`src/rtl/doorlock_pkg.sv`:
```
// Shared types and constants for the doorlock keypad front end.
//   scan_state_t  : keypad scanner FSM states
//   KEY_STAR      : key code of the '*' key (row 3, column 0)
//   KEY_HASH      : key code of the '#' key (row 3, column 2)
//   COL_RESET     : column drive pattern after reset (column 0 active-low)
//   rotate_cols   : advance the active-low one-hot column drive by one
//   lowest_row    : index of the lowest-numbered row pulled low
//   col_index     : index of the column currently driven low
package doorlock_pkg;

    typedef enum logic [2:0] {
        SCAN,
        DEBOUNCE,
        PRESSED,
        HOLD,
        RELEASE
    } scan_state_t;

    localparam logic [3:0] KEY_STAR  = 4'hC;
    localparam logic [3:0] KEY_HASH  = 4'hE;
    localparam logic [3:0] COL_RESET = 4'b1110;

    // 1110 -> 1101 -> 1011 -> 0111 -> 1110
    function automatic logic [3:0] rotate_cols(input logic [3:0] cols);
        return {cols[2:0], cols[3]};
    endfunction

    // Lowest index wins when several rows are low at once.
    function automatic logic [1:0] lowest_row(input logic [3:0] rows);
        logic [1:0] idx;
        idx = 2'd0;
        for (int i = 3; i >= 0; i--) begin
            if (!rows[i]) begin
                idx = 2'(i);
            end
        end
        return idx;
    endfunction

    function automatic logic [1:0] col_index(input logic [3:0] cols);
        logic [1:0] idx;
        idx = 2'd0;
        for (int i = 3; i >= 0; i--) begin
            if (!cols[i]) begin
                idx = 2'(i);
            end
        end
        return idx;
    endfunction

endpackage

```
`src/rtl/keypad_tick_gen.sv`:
```
// Scan-rate divider: a free-running counter over 0..SCAN_DIV-1 that emits a
// one-cycle tick on the cycle it wraps.
//   clock : system clock
//   reset : synchronous, active-high; clears the counter
//   tick  : one-cycle pulse every SCAN_DIV cycles
module keypad_tick_gen #(
    parameter int SCAN_DIV = 1000
) (
    input  logic clock,
    input  logic reset,
    output logic tick
);

    localparam int CNT_W = (SCAN_DIV > 1) ? $clog2(SCAN_DIV) : 1;
    localparam logic [CNT_W-1:0] CNT_LAST = CNT_W'(SCAN_DIV - 1);

    logic [CNT_W-1:0] cnt_reg;

    always_ff @(posedge clock) begin
        if (reset) begin
            cnt_reg <= '0;
        end else if (cnt_reg == CNT_LAST) begin
            cnt_reg <= '0;
        end else begin
            cnt_reg <= cnt_reg + CNT_W'(1);
        end
    end

    assign tick = (cnt_reg == CNT_LAST);

endmodule

```
`src/rtl/keypad_scan.sv`:
```
// 4x4 matrix keypad scanner with debounce. Drives one column low at a time,
// watches the synchronized rows, and emits a single-cycle strobe with the
// key code once a press has been stable for DEBOUNCE_CNT scan ticks.
// Optional auto-repeat while a key is held: define KEY_REPEAT_EN.
//   clock     : system clock
//   reset     : synchronous, active-high
//   rows_n    : keypad rows, active-low, asynchronous to clock
//   cols_n    : column drive, active-low one-hot
//   key_code  : {row_idx, col_idx} of the last accepted key
//   key_valid : one-cycle strobe, key_code valid in the same cycle
//   key_busy  : high from press detection until the release is debounced
module keypad_scan
    import doorlock_pkg::*;
#(
    parameter int SCAN_DIV     = 1000,
    parameter int DEBOUNCE_CNT = 20,
    parameter int REPEAT_CNT   = 250
) (
    input  logic       clock,
    input  logic       reset,
    input  logic [3:0] rows_n,
    output logic [3:0] cols_n,
    output logic [3:0] key_code,
    output logic       key_valid,
    output logic       key_busy
);

    localparam int DB_W = $clog2(DEBOUNCE_CNT + 1);
    localparam logic [DB_W-1:0] DB_DONE = DB_W'(DEBOUNCE_CNT);

    logic tick;

    keypad_tick_gen #(
        .SCAN_DIV(SCAN_DIV)
    ) u_tick_gen (
        .clock(clock),
        .reset(reset),
        .tick (tick)
    );

    // Two-flop synchronizer; idle (pulled-up) level is all ones.
    logic [3:0] rs_meta_reg;
    logic [3:0] rs_reg;

    always_ff @(posedge clock) begin
        if (reset) begin
            rs_meta_reg <= 4'hF;
            rs_reg      <= 4'hF;
        end else begin
            rs_meta_reg <= rows_n;
            rs_reg      <= rs_meta_reg;
        end
    end

    scan_state_t     state_reg,   state_next;
    logic [3:0]      cols_reg,    cols_next;
    logic [1:0]      row_idx_reg, row_idx_next;
    logic [1:0]      col_idx_reg, col_idx_next;
    logic [DB_W-1:0] db_cnt_reg,  db_cnt_next;
    logic [3:0]      code_reg,    code_next;

    logic            row_active;
    logic [1:0]      row_sel;
    logic            same_row;
    logic [DB_W-1:0] db_inc;

    assign row_active = (rs_reg != 4'hF);
    assign row_sel    = lowest_row(rs_reg);
    assign same_row   = row_active && (row_sel == row_idx_reg);
    assign db_inc     = db_cnt_reg + DB_W'(1);

    always_ff @(posedge clock) begin
        if (reset) begin
            state_reg   <= SCAN;
            cols_reg    <= COL_RESET;
            row_idx_reg <= 2'd0;
            col_idx_reg <= 2'd0;
            db_cnt_reg  <= '0;
            code_reg    <= 4'h0;
        end else begin
            state_reg   <= state_next;
            cols_reg    <= cols_next;
            row_idx_reg <= row_idx_next;
            col_idx_reg <= col_idx_next;
            db_cnt_reg  <= db_cnt_next;
            code_reg    <= code_next;
        end
    end

    always_comb begin
        state_next   = state_reg;
        cols_next    = cols_reg;
        row_idx_next = row_idx_reg;
        col_idx_next = col_idx_reg;
        db_cnt_next  = db_cnt_reg;
        code_next    = code_reg;

        unique case (state_reg)
            SCAN: begin
                if (tick) begin
                    if (!row_active) begin
                        cols_next = rotate_cols(cols_reg);
                    end else begin
                        // Column stays put so the key remains visible.
                        row_idx_next = row_sel;
                        col_idx_next = col_index(cols_reg);
                        db_cnt_next  = '0;
                        state_next   = DEBOUNCE;
                    end
                end
            end
            DEBOUNCE: begin
                if (tick) begin
                    if (same_row) begin
                        db_cnt_next = db_inc;
                        if (db_inc == DB_DONE) begin
                            // Code is loaded here so it is already stable in
                            // the PRESSED cycle, alongside the strobe.
                            code_next  = {row_idx_reg, col_idx_reg};
                            state_next = PRESSED;
                        end
                    end else begin
                        cols_next  = rotate_cols(cols_reg);
                        state_next = SCAN;
                    end
                end
            end
            PRESSED: begin
                state_next = HOLD;
            end
            HOLD: begin
                if (tick && !row_active) begin
                    db_cnt_next = '0;
                    state_next  = RELEASE;
                end
            end
            RELEASE: begin
                if (tick) begin
                    if (!row_active) begin
                        db_cnt_next = db_inc;
                        if (db_inc == DB_DONE) begin
                            cols_next  = rotate_cols(cols_reg);
                            state_next = SCAN;
                        end
                    end else begin
                        state_next = HOLD;
                    end
                end
            end
            default: begin
                state_next = SCAN;
            end
        endcase
    end

    logic repeat_pulse;

`ifdef KEY_REPEAT_EN
    localparam int RPT_W = $clog2(REPEAT_CNT + 1);
    localparam logic [RPT_W-1:0] RPT_DONE = RPT_W'(REPEAT_CNT);

    logic [RPT_W-1:0] rpt_cnt_reg;
    logic             rpt_pulse_reg;

    // Counts ticks with the accepted key still down; anything outside HOLD
    // restarts the interval.
    always_ff @(posedge clock) begin
        if (reset || (state_reg != HOLD)) begin
            rpt_cnt_reg   <= '0;
            rpt_pulse_reg <= 1'b0;
        end else begin
            rpt_pulse_reg <= 1'b0;
            if (tick && same_row) begin
                if (rpt_cnt_reg + RPT_W'(1) == RPT_DONE) begin
                    rpt_cnt_reg   <= '0;
                    rpt_pulse_reg <= 1'b1;
                end else begin
                    rpt_cnt_reg <= rpt_cnt_reg + RPT_W'(1);
                end
            end
        end
    end

    assign repeat_pulse = rpt_pulse_reg;
`else
    logic repeat_cnt_unused;
    assign repeat_cnt_unused = (REPEAT_CNT > 0);
    assign repeat_pulse      = 1'b0;
`endif

    assign cols_n    = cols_reg;
    assign key_code  = code_reg;
    assign key_valid = (state_reg == PRESSED) || repeat_pulse;
    assign key_busy  = (state_reg != SCAN);

endmodule
```
`config.mk`:
```
export PLATFORM = sky130hd
export DESIGN_NAME = keypad_scan
export DESIGN_NICKNAME = d
export VERILOG_FILES = /design/src/rtl/doorlock_pkg.sv /design/src/rtl/keypad_tick_gen.sv /design/src/rtl/keypad_scan.sv
export SDC_FILE = /design/constraint.sdc
export NUM_CORES = 1
export LEC_CHECK = 0
export CAP_MARGIN = 20
export CORE_ASPECT_RATIO = 0.75
export CORE_MARGIN = 1
export CORE_UTILIZATION = 51
export DETAILED_ROUTE_END_ITERATION = 8
export PLACE_DENSITY_LB_ADDON = 0.08
export SYNTH_ARGS = -nofsm -noshare
export SYNTH_HDL_FRONTEND = slang
export SYNTH_SLANG_ARGS = --single-unit
```
`constraint.sdc`:
```
create_clock -name clock -period 2.13 [get_ports clock]
set_input_delay 0.213 -clock clock [delete_from_list [all_inputs] [get_ports clock]]
set_output_delay 0.213 -clock clock [all_outputs]
set_load 0.02 [all_outputs]
```
==> flow_summary.json, run 1 <==
{
  "via_per_inst": 5.91,
  "max-clock-path-buffers": 2,
  "setup_tns_ps": 0,
  "final_area_sq_um": 2300,
  "portBuffers": 15,
  "yosysTopAreaCell": "dfxtp_1",
  "start_util_pct": 55.6,
  "synth_mux_area_share_pct": 4.20,
  "yosys_warnings": 0,
  "clkTransAtPathRegs_ps": 80,
  "hold_path.class": "reg -> reg",
  "period_share_pct": 99.5,
  "ys_async_sr_fraction_pct": 0,
  "synth_edf_count": 0,
  "grt_overflow": 0,
  "wl_per_cell_um": 15.3,
  "drive_gt1_share_pct": 19.5,
  "antenna_found_initial": 0,
  "start_kind": "flop",
  "synth_top_family_by_area": "simple AND/OR/NAND/NOR gates",
  "ir_drop_v": 0.000376,
  "yosys.area_share.simple_pct": 31.3,
  "htreeDepth": 2,
  "wl_um": 4460,
  "synth.avg_cell_area_sq_um": 8.86,
  "seqPwrFrac_pct": 57.6,
  "crit_fanout": 4,
  "core_area_sq_um": 3420,
  "cts_root_buf": "clkbuf_8",
  "grt_max_degree": 23,
  "drc": 0,
  "p_leak_nw": 0.809,
  "switching_share_pct": 23.3,
  "cts.sinks": 38,
  "cp.arrival_ps": 2290,
  "ys_top_cells_by_area": "dfxtp_1, nand3_1, nor2_1, mux2i_1, a21oi_1",
  "finClkSkew_ps": 6.24,
  "io_pins": 16,
  "tightest_slew_ps": 632,
  "cts_made_buffers": 5,
  "ant_nets": 0,
  "worstPathCellList": "ha_4 -> nand2_2 -> or4_4 -> or4b_4 -> o21ai_2 -> nand3_1",
  "synth_compound_area_share_pct": 15.3,
  "synth_cell_types": 55,
  "syn_inst": 215,
  "dr_total_vias": 1721,
  "cap_violations": 0,
  "max_slew_margin_pct": 57.9,
  "dr.first_iter.drc_count": 198,
  "crit_type": "reg -> reg",
  "area_growth_pct": 20.8,
  "syn-num-nets": 223,
  "setup_viol": 0,
  "grt_setup_unrepaired": "true",
  "place.detailed.hpwl_um": 3130,
  "largest_register_ffs": 10,
  "grt_pass1_vias": 1500,
  "dieArea_sq_um": 3990,
  "rows": 18,
  "min_period_ps": 2120,
  "dp_slack_ps": -9.07,
  "final_util_pct": 67.2,
  "synth.cell_area_sq_um": 1900,
  "crit_required_ps": 2300,
  "synth_fa_ha_area_share_pct": 1.31,
  "status": "complete, no violations",
  "cts_tree": "yes",
  "synth_seq_cells": 38,
  "grt.total_usage_pct": 24.1,
  "finalHoldViolCount": 0,
  "fin_nets": 249,
  "die_y_um": 54.9,
  "synth-xor-area-share_pct": 4.14,
  "dr.pass1.iters": 4,
  "p_int_uw": 977,
  "pwr-share-comb_pct": 5.6,
  "crit_slowest_cell": "or4b_4",
  "maxSlewViolCount": 0,
  "fin_hold_ws_ps": 415,
  "netlist.area_leader.share_pct": 39.9,
  "grt_pass1_wl_um": 7110,
  "timing.final.ws_setup_ps": 9.96,
  "clk_latency_ps": 290,
  "clock_power_share_pct": 36.8,
  "cp-end-kind": "flop",
  "ys_seq_area_share_pct": 39.9,
  "p_switching_uw": 297,
  "fmax_mhz": 472,
  "ys.flop_type": "dfxtp_1",
  "crit_path_max_incr_delay_ps": 600,
  "gp_congestion": 0.914,
  "die_x_um": 72.6,
  "insertedDiodeCount": 0,
  "place_area_sq_um": 2150,
  "power_per_cell_area_nw_per_um2": 554
}
per-stage QoR:
step,std cells,power [mW]
finish,291,1.27
CTS,290,1.27
detailed placement,283,0.810
global placement,283,0.808
global route,291,1.31
floorplan,215,0.789
synth_stat cells (3+ instances only):
| cell | n |
|---|---|
| nand4_1 | 7 |
| nand2b_1 | 5 |
| a21oi_1 | 12 |
| nand3_1 | 18 |
| xnor2_1 | 3 |
| a31oi_1 | 3 |
| nor3_1 | 4 |
| mux2i_1 | 8 |
| o21ai_0 | 7 |
| dfxtp_1 | 38 |
| nor2_1 | 22 |
| inv_1 | 5 |
| or2_2 | 8 |
| clkbuf_1 | 4 |
| o21ai_1 | 7 |
| nand2_1 | 14 |
| xor2_1 | 6 |
critical path, delay by kind of cell (launching register included):
family / cells / cell delay [ps]
adder cells (fa/ha/maj): 1 / 150
AO/OA/AOI/OAI: 1 / 160
AND/OR/NAND/NOR: 4 / 1320
flip-flops: 1 / 370
timing repair:
action                                  4_1_cts  5_1_grt
pin swaps                                     0        9
gates resized for setup                       2       11
endpoints found under the setup margin        2       13
buffers inserted                              0        1
gates cloned                                  0        0
hold buffers                                  0        0
per-layer routing:
layer,GRT usage [%],wire (um),vias to the layer above,part of all wire (%)
met5,0,0,-,0
met4,8.17,49,0,1.1
met3,6.16,254,7,5.7
met2,37.1,1950,53,44
met1,33.3,2210,830,50
li1,-,-,831,-
kinds of logic after synthesis:
| kind of cell | after synthesis |
|---|---|
| xor+xnor | 9 |
| fa+ha+maj | 2 |
| flops | 38 |
| buf+inv | 14 |
| mux | 8 |
| simple gates | 101 |
| compound gates | 43 |
placed cells by master (no fill, tap or decap), types with 5 or more instances in the layout:
| cell type | netlist | routed |
|---|---|---|
| a21oi_1 | 12 | 12 |
| buf_4 | 1 | 12 |
| clkbuf_8 | 0 | 5 |
| clkdlybuf4s50_1 | 0 | 15 |
| dfxtp_1 | 38 | 35 |
| inv_1 | 5 | 5 |
| mux2i_1 | 8 | 8 |
| nand2_1 | 14 | 13 |
| nand2b_1 | 5 | 5 |
| nand3_1 | 18 | 18 |
| nand4_1 | 7 | 7 |
| nor2_1 | 22 | 22 |
| o21ai_0 | 7 | 7 |
| o21ai_1 | 7 | 5 |
| or2_2 | 8 | 8 |
| xor2_1 | 6 | 6 |
final cells by class:
type | count | area [sq um]
inverters | 6 | 22.5
repair buffers | 27 | 240
well taps | 50 | 62.6
flip-flops and latches | 38 | 767
multi-input cells | 163 | 1130
clock inverters | 2 | 10.0
fillers | 298 | 1120
clock buffers | 5 | 68.8
path summary, 6_finish.rpt:
check,from,end,slack [ps],depth (start not counted)
min reg2reg,rs_meta_reg[0],rs_reg[0],420,1
max reg2reg,u_tick_gen.cnt_reg[1],cols_n[3],10,6
max,u_tick_gen.cnt_reg[1],cols_n[3],10,6
min,rs_meta_reg[0],rs_reg[0],420,1
power groups by stage:
stage | registers [mW] | clock network [mW] | logic, mW
after floorplan | 0.745 | 0 | 0.0445
after global placement | 0.746 | 0 | 0.0616
after detailed placement | 0.747 | 0 | 0.0634
after CTS | 0.730 | 0.478 | 0.0640
after global routing | 0.735 | 0.500 | 0.0796
final | 0.734 | 0.468 | 0.0716
(Power assumes the default switching activity.)
==> inputs of run 2 (changes only) <==
- CORE_UTILIZATION: 51 -> 60
- clock period: 2.13 -> 2.59 ns (I/O delays scaled with it)
==> run 2 against run 1 <==
Flip-flop and latch count stayed put; clock skew up 1.3 ps; via count is 0.23% lower; highest routed layer unchanged; first-iteration DRC count rose by 15%; critical endpoint is now cols_n[1]; combinational power down 30%; critical path depth stayed put; global-route usage rose by 7.1 points; total power fell by 8.6%; clock power increased by 9.6%; core utilization is 6.5 points higher; sequential share of layout area grew 1.3 points.
==> flow_summary.json, run 2 (synthesized netlist as in run 1, its figures left out) <==
{
  "status": "complete, no violations",
  "start_kind": "flop",
  "cts_root_buf": "clkbuf_8",
  "dp_slack_ps": 378,
  "htreeDepth": 2,
  "drc": 0,
  "finClkSkew_ps": 7.57,
  "wl_per_cell_um": 16.2,
  "cts_tree": "yes",
  "met1_usage_pct": 41.2,
  "worstPathCellList": "ha_1 -> nand2_1 -> or4_4 -> or4b_4 -> o21ai_1 -> nand3_1",
  "power_per_cell_area_nw_per_um2": 531,
  "r2r_end": "cols_n[1]",
  "clkTransAtPathRegs_ps": 80,
  "setup_viol": 0,
  "clk_latency_ps": 300,
  "area_growth_pct": 15.3,
  "rows": 17,
  "crit_path_max_incr_delay_ps": 600,
  "gp_congestion": 0.956,
  "finalHoldViolCount": 0,
  "fin_nets": 241,
  "tightest_slew_ps": 585,
  "grt.total_usage_pct": 31.2,
  "min_path_cells": 1,
  "busiest_layer": "met2",
  "cts.sinks": 38,
  "io_pins": 16,
  "crit_type": "reg -> reg",
  "r2r-start": "u_tick_gen.cnt_reg[0]",
  "cap_violations": 0,
  "crit_slowest_cell": "or4_4",
  "dr.pass1.iters": 5,
  "hold_path.class": "reg -> reg",
  "die_x_um": 67.1,
  "crit_required_ps": 2760,
  "insertedDiodeCount": 0,
  "p_leak_nw": 0.779,
  "grt_max_degree": 19,
  "use_met3_pct": 8.18,
  "power_mw": 1.17,
  "die_y_um": 50.8,
  "grt_pass1_wl_um": 7840,
  "place.detailed.hpwl_um": 3040,
  "cp-end-kind": "flop",
  "grt_pass1_vias": 1682,
  "cp.arrival_ps": 2410,
  "multi_input_area_sq_um": 1070,
  "max-clock-path-buffers": 2,
  "timing.final.ws_setup_ps": 351,
  "dr_total_vias": 1717,
  "min_to": "rs_reg[2]",
  "place_area_sq_um": 2080,
  "fmax_mhz": 447,
  "register_area_sq_um": 761,
  "ir_drop_v": 0.000435,
  "min_period_ps": 2240,
  "grt.met2_usage_pct": 46.7,
  "cts_made_buffers": 5,
  "post_cts_resize_count": 0,
  "largest_register_ffs": 10,
  "wl_um": 4400,
  "layout_commonest_cell": "dfxtp_1",
  "setup_tns_ps": 0,
  "worstRegToRegCells": 6,
  "via_per_inst": 6.34,
  "period_share_pct": 86.4,
  "cts_setup_buffers": 0,
  "grt_setup_unrepaired": "false",
  "dieArea_sq_um": 3410,
  "max_slew_margin_pct": 60.0,
  "ant_nets": 0,
  "portBuffers": 15,
  "dr.first_iter.drc_count": 227,
  "fillCellCount": 233,
  "hold_start": "rs_meta_reg[2]",
  "antenna_found_initial": 0,
  "start_util_pct": 63.9,
  "regToRegSetupSlack_ps": 350,
  "drive_gt1_share_pct": 12.4,
  "maxSlewViolCount": 0,
  "grt_overflow": 0,
  "crit_fanout": 4,
  "cts_hold_buf": 0,
  "core_area_sq_um": 2980,
  "layout_common_cells": "dfxtp_1, nor2_1, nand3_1",
  "final_area_sq_um": 2200
}
run 2: cell types whose count changed in the layout (fill, tap and decap cells not counted), moves of 2 or more:
cell	change
dfxtp_2	-2
ha_1	+2
clkinv_2	-2
o21ai_1	+2
ha_4	-2
dfxtp_1	+3
o21ai_2	-2
buf_4	-8
run 2: worst max-delay path by stage:
stage                                      from           to  slack, ps  cells past startpoint
after floorplan           u_tick_gen.cnt_reg[0]    cols_n[1]        580                      6
after global placement    u_tick_gen.cnt_reg[0]  key_code[1]        520                      6
after detailed placement  u_tick_gen.cnt_reg[0]    cols_n[1]        380                      6
after CTS                 u_tick_gen.cnt_reg[0]    cols_n[1]        370                      6
after global routing      u_tick_gen.cnt_reg[0]    cols_n[1]        240                      6
final                     u_tick_gen.cnt_reg[0]    cols_n[1]        350                      6
run 2: worst max-delay path: cells and delay by family (launching register included):
family | cells | cell delay, ps
adder cells (fa/ha/maj) | 1 | 250
AND/OR/NAND/NOR | 4 | 1340
AO/OA/AOI/OAI | 1 | 170
flip-flops | 1 | 360
run 2: layer usage:
metal,routed length (um),vias up,share of wire (%)
met5,0,-,0
met4,105,0,2.4
met3,294,14,6.7
met2,2000,74,45
met1,2000,818,45
li1,-,811,-
run 2: layout make-up:
type	count	area share [%]
clock buffers	6	3.76
clock inverters	1	1.37
inverters	6	1.03
multi-input cells	163	48.8
flip-flops and latches	38	34.6
well taps	38	2.17
repair buffers	19	8.21
run 2: report_power, final:
group / total, mW / switching, mW / internal [mW]
clock: 0.513 / 0.205 / 0.308
combinational: 0.0502 / 0.0276 / 0.0226
sequential: 0.602 / 0.00841 / 0.594
run 2: metrics by stage:
step	utilization, %	hold slack (ps)	std cells
floorplan	-	363	215
global placement	70.0	393	264
detailed placement	70.0	403	264
CTS	73.7	418	271
global route	73.7	426	271
finish	73.7	415	271
==> inputs of run 3 (changes only) <==
- CELL_PAD_IN_SITES_DETAIL_PLACEMENT: not set -> 0
- CELL_PAD_IN_SITES_GLOBAL_PLACEMENT: not set -> 1
- CORE_UTILIZATION: 60 -> 43
- RECOVER_POWER: not set -> 50
- clock period: 2.59 -> 2.31 ns (I/O delays scaled with it)
==> run 3 against run 2 <==
Clock skew is 3.5 ps lower; register-to-register slack worse by 260 ps; total power is 10% higher; flip-flop and latch count stayed put; cell count is 7.0% higher; combinational power is 12% higher; global-route usage is 11 points lower; routed wire length is 1.6% lower; fmax is 1.0% higher; die area is 38% higher.
==> flow_summary.json, run 3 (synthesized netlist as in run 1, its figures left out) <==
{
  "clock_power_share_pct": 43.1,
  "start_kind": "flop",
  "setup_tns_ps": 0,
  "cp-end-kind": "flop",
  "setup_viol": 0,
  "ir_drop_v": 0.000256,
  "dr_total_vias": 1618,
  "dieArea_sq_um": 4700,
  "fmax_mhz": 451,
  "cts_setup_buffers": 0,
  "fin_nets": 242,
  "htreeDepth": 2,
  "via_per_inst": 5.58,
  "grt.total_usage_pct": 20.1,
  "portBuffers": 15,
  "place_area_sq_um": 2110,
  "wl_um": 4330,
  "cap_violations": 0,
  "grt_pass1_vias": 1459,
  "start_util_pct": 45.8,
  "crit_type": "reg -> reg",
  "cts_made_buffers": 5,
  "final_area_sq_um": 2220,
  "maxSlewViolCount": 0,
  "cts_tree": "yes",
  "max_slew_margin_pct": 58.4,
  "die_y_um": 59.6,
  "crit_required_ps": 2500,
  "timing.final.ws_setup_ps": 94.3,
  "rows": 20,
  "io_pins": 16,
  "place.detailed.hpwl_um": 3260,
  "finClkSkew_ps": 4.08,
  "register_area_sq_um": 761,
  "post_cts_resize_count": 0,
  "cts.sinks": 38,
  "largest_register_ffs": 10,
  "worstPathCellList": "ha_1 -> nand2_1 -> or4_4 -> a2111oi_4 -> mux2i_1 -> nor2_1",
  "area_growth_pct": 16.4,
  "hold_path.class": "reg -> reg",
  "gp_congestion": 0.889,
  "drc": 0,
  "seqPwrFrac_pct": 52.5,
  "clkTransAtPathRegs_ps": 70,
  "cp_top_family": "simple AND/OR/NAND/NOR gates",
  "insertedDiodeCount": 0,
  "layout_common_cells": "dfxtp_1, nor2_1, nand3_1",
  "grt_overflow": 0,
  "dr.first_iter.drc_count": 104,
  "cts_hold_buf": 0,
  "grt_setup_unrepaired": "false",
  "wl_per_cell_um": 14.9,
  "multi_input_area_sq_um": 1070,
  "status": "complete, no violations",
  "cp.arrival_ps": 2400,
  "cts_root_buf": "clkbuf_8",
  "p_leak_nw": 0.788,
  "fillCellCount": 398,
  "cp_num_buf_inv": 0,
  "dr.pass1.iters": 4,
  "p_int_mw": 1.01,
  "layout_commonest_cell": "dfxtp_1",
  "antenna_found_initial": 0,
  "ant_nets": 0,
  "regToRegSetupSlack_ps": 90,
  "switching_share_pct": 21.4,
  "p_switching_uw": 275,
  "finalHoldViolCount": 0,
  "die_x_um": 78.8,
  "core_area_sq_um": 4150,
  "max-clock-path-buffers": 2,
  "grt_pass1_wl_um": 7100,
  "dp_slack_ps": 148,
  "crit_slowest_cell": "or4_4",
  "period_share_pct": 95.9,
  "drive_gt1_share_pct": 12.8,
  "grt_max_degree": 17,
  "min_period_ps": 2220,
  "tightest_slew_ps": 623,
  "pwr-share-comb_pct": 4.4,
  "crit_fanout": 4,
  "crit_path_max_incr_delay_ps": 610,
  "clk_latency_ps": 290,
  "power_mw": 1.28,
  "power_per_cell_area_nw_per_um2": 579
}
==> run 3: changes by cell type in the layout (fill, tap and decap cells not counted) <==
cell             before  now
clkdlybuf4s50_1      15    6
dlygate4sd3_1         0    9
clkinv_2              0    2
and2_0                0    1
and2_1                1    0
clkbuf_1              0    1
clkbuf_8              6    5
==> run 3: metrics by stage <==
stage | cells | utilization (%) | hold slack (ps)
4_1_cts | 290 | 53.5 | 411
5_1_grt | 290 | 53.4 | 426
3_5_place_dp | 282 | 50.8 | 393
3_3_place_gp | 282 | 50.8 | 392
2_1_floorplan | 215 | - | 335
6_report | 290 | 53.4 | 410
==> run 3: routing by layer <==
layer / share of wire (%) / global-route usage (%) / vias to the layer above
li1: - / - / 815
met3: 5.5 / 4.62 / 8
met5: 0 / 0 / -
met2: 41 / 28.7 / 47
met4: 1.2 / 6.23 / 0
met1: 52 / 29.7 / 748
==> run 3: worst reg2reg max path: cells and delay by family, from the launching register on <==
| kind | cells | cell delay, ps |
|---|---|---|
| AO/OA/AOI/OAI | 1 | 510 |
| flip-flops | 1 | 360 |
| AND/OR/NAND/NOR | 3 | 760 |
| multiplexers | 1 | 260 |
| adder cells (fa/ha/maj) | 1 | 230 |
==> run 3: area by class of cell <==
cell class | count | area share [%]
Tap cell | 55 | 3.10
Multi-Input combinational cell | 163 | 48.4
Inverter | 6 | 1.02
Clock inverter | 3 | 1.81
Timing Repair Buffer | 20 | 8.30
Clock buffer | 5 | 3.10
Sequential cell | 38 | 34.3
==> run 3: power by group through the flow <==
stage	Clock, mW	Sequential (mW)	Combinational [mW]
final	0.553	0.674	0.0562
after global routing	0.591	0.676	0.0618
after CTS	0.565	0.674	0.0575
after detailed placement	0	0.689	0.0574
after global placement	0	0.688	0.0561
after floorplan	0	0.687	0.0410
==> run 3: worst paths after layout <==
check / from / to / cells after the start
setup / recovery: u_tick_gen.cnt_reg[0] / key_code[1] / 6
hold reg to reg: rs_meta_reg[1] / rs_reg[1] / 1
hold / removal: rs_meta_reg[1] / rs_reg[1] / 1
setup reg to reg: u_tick_gen.cnt_reg[0] / key_code[1] / 6
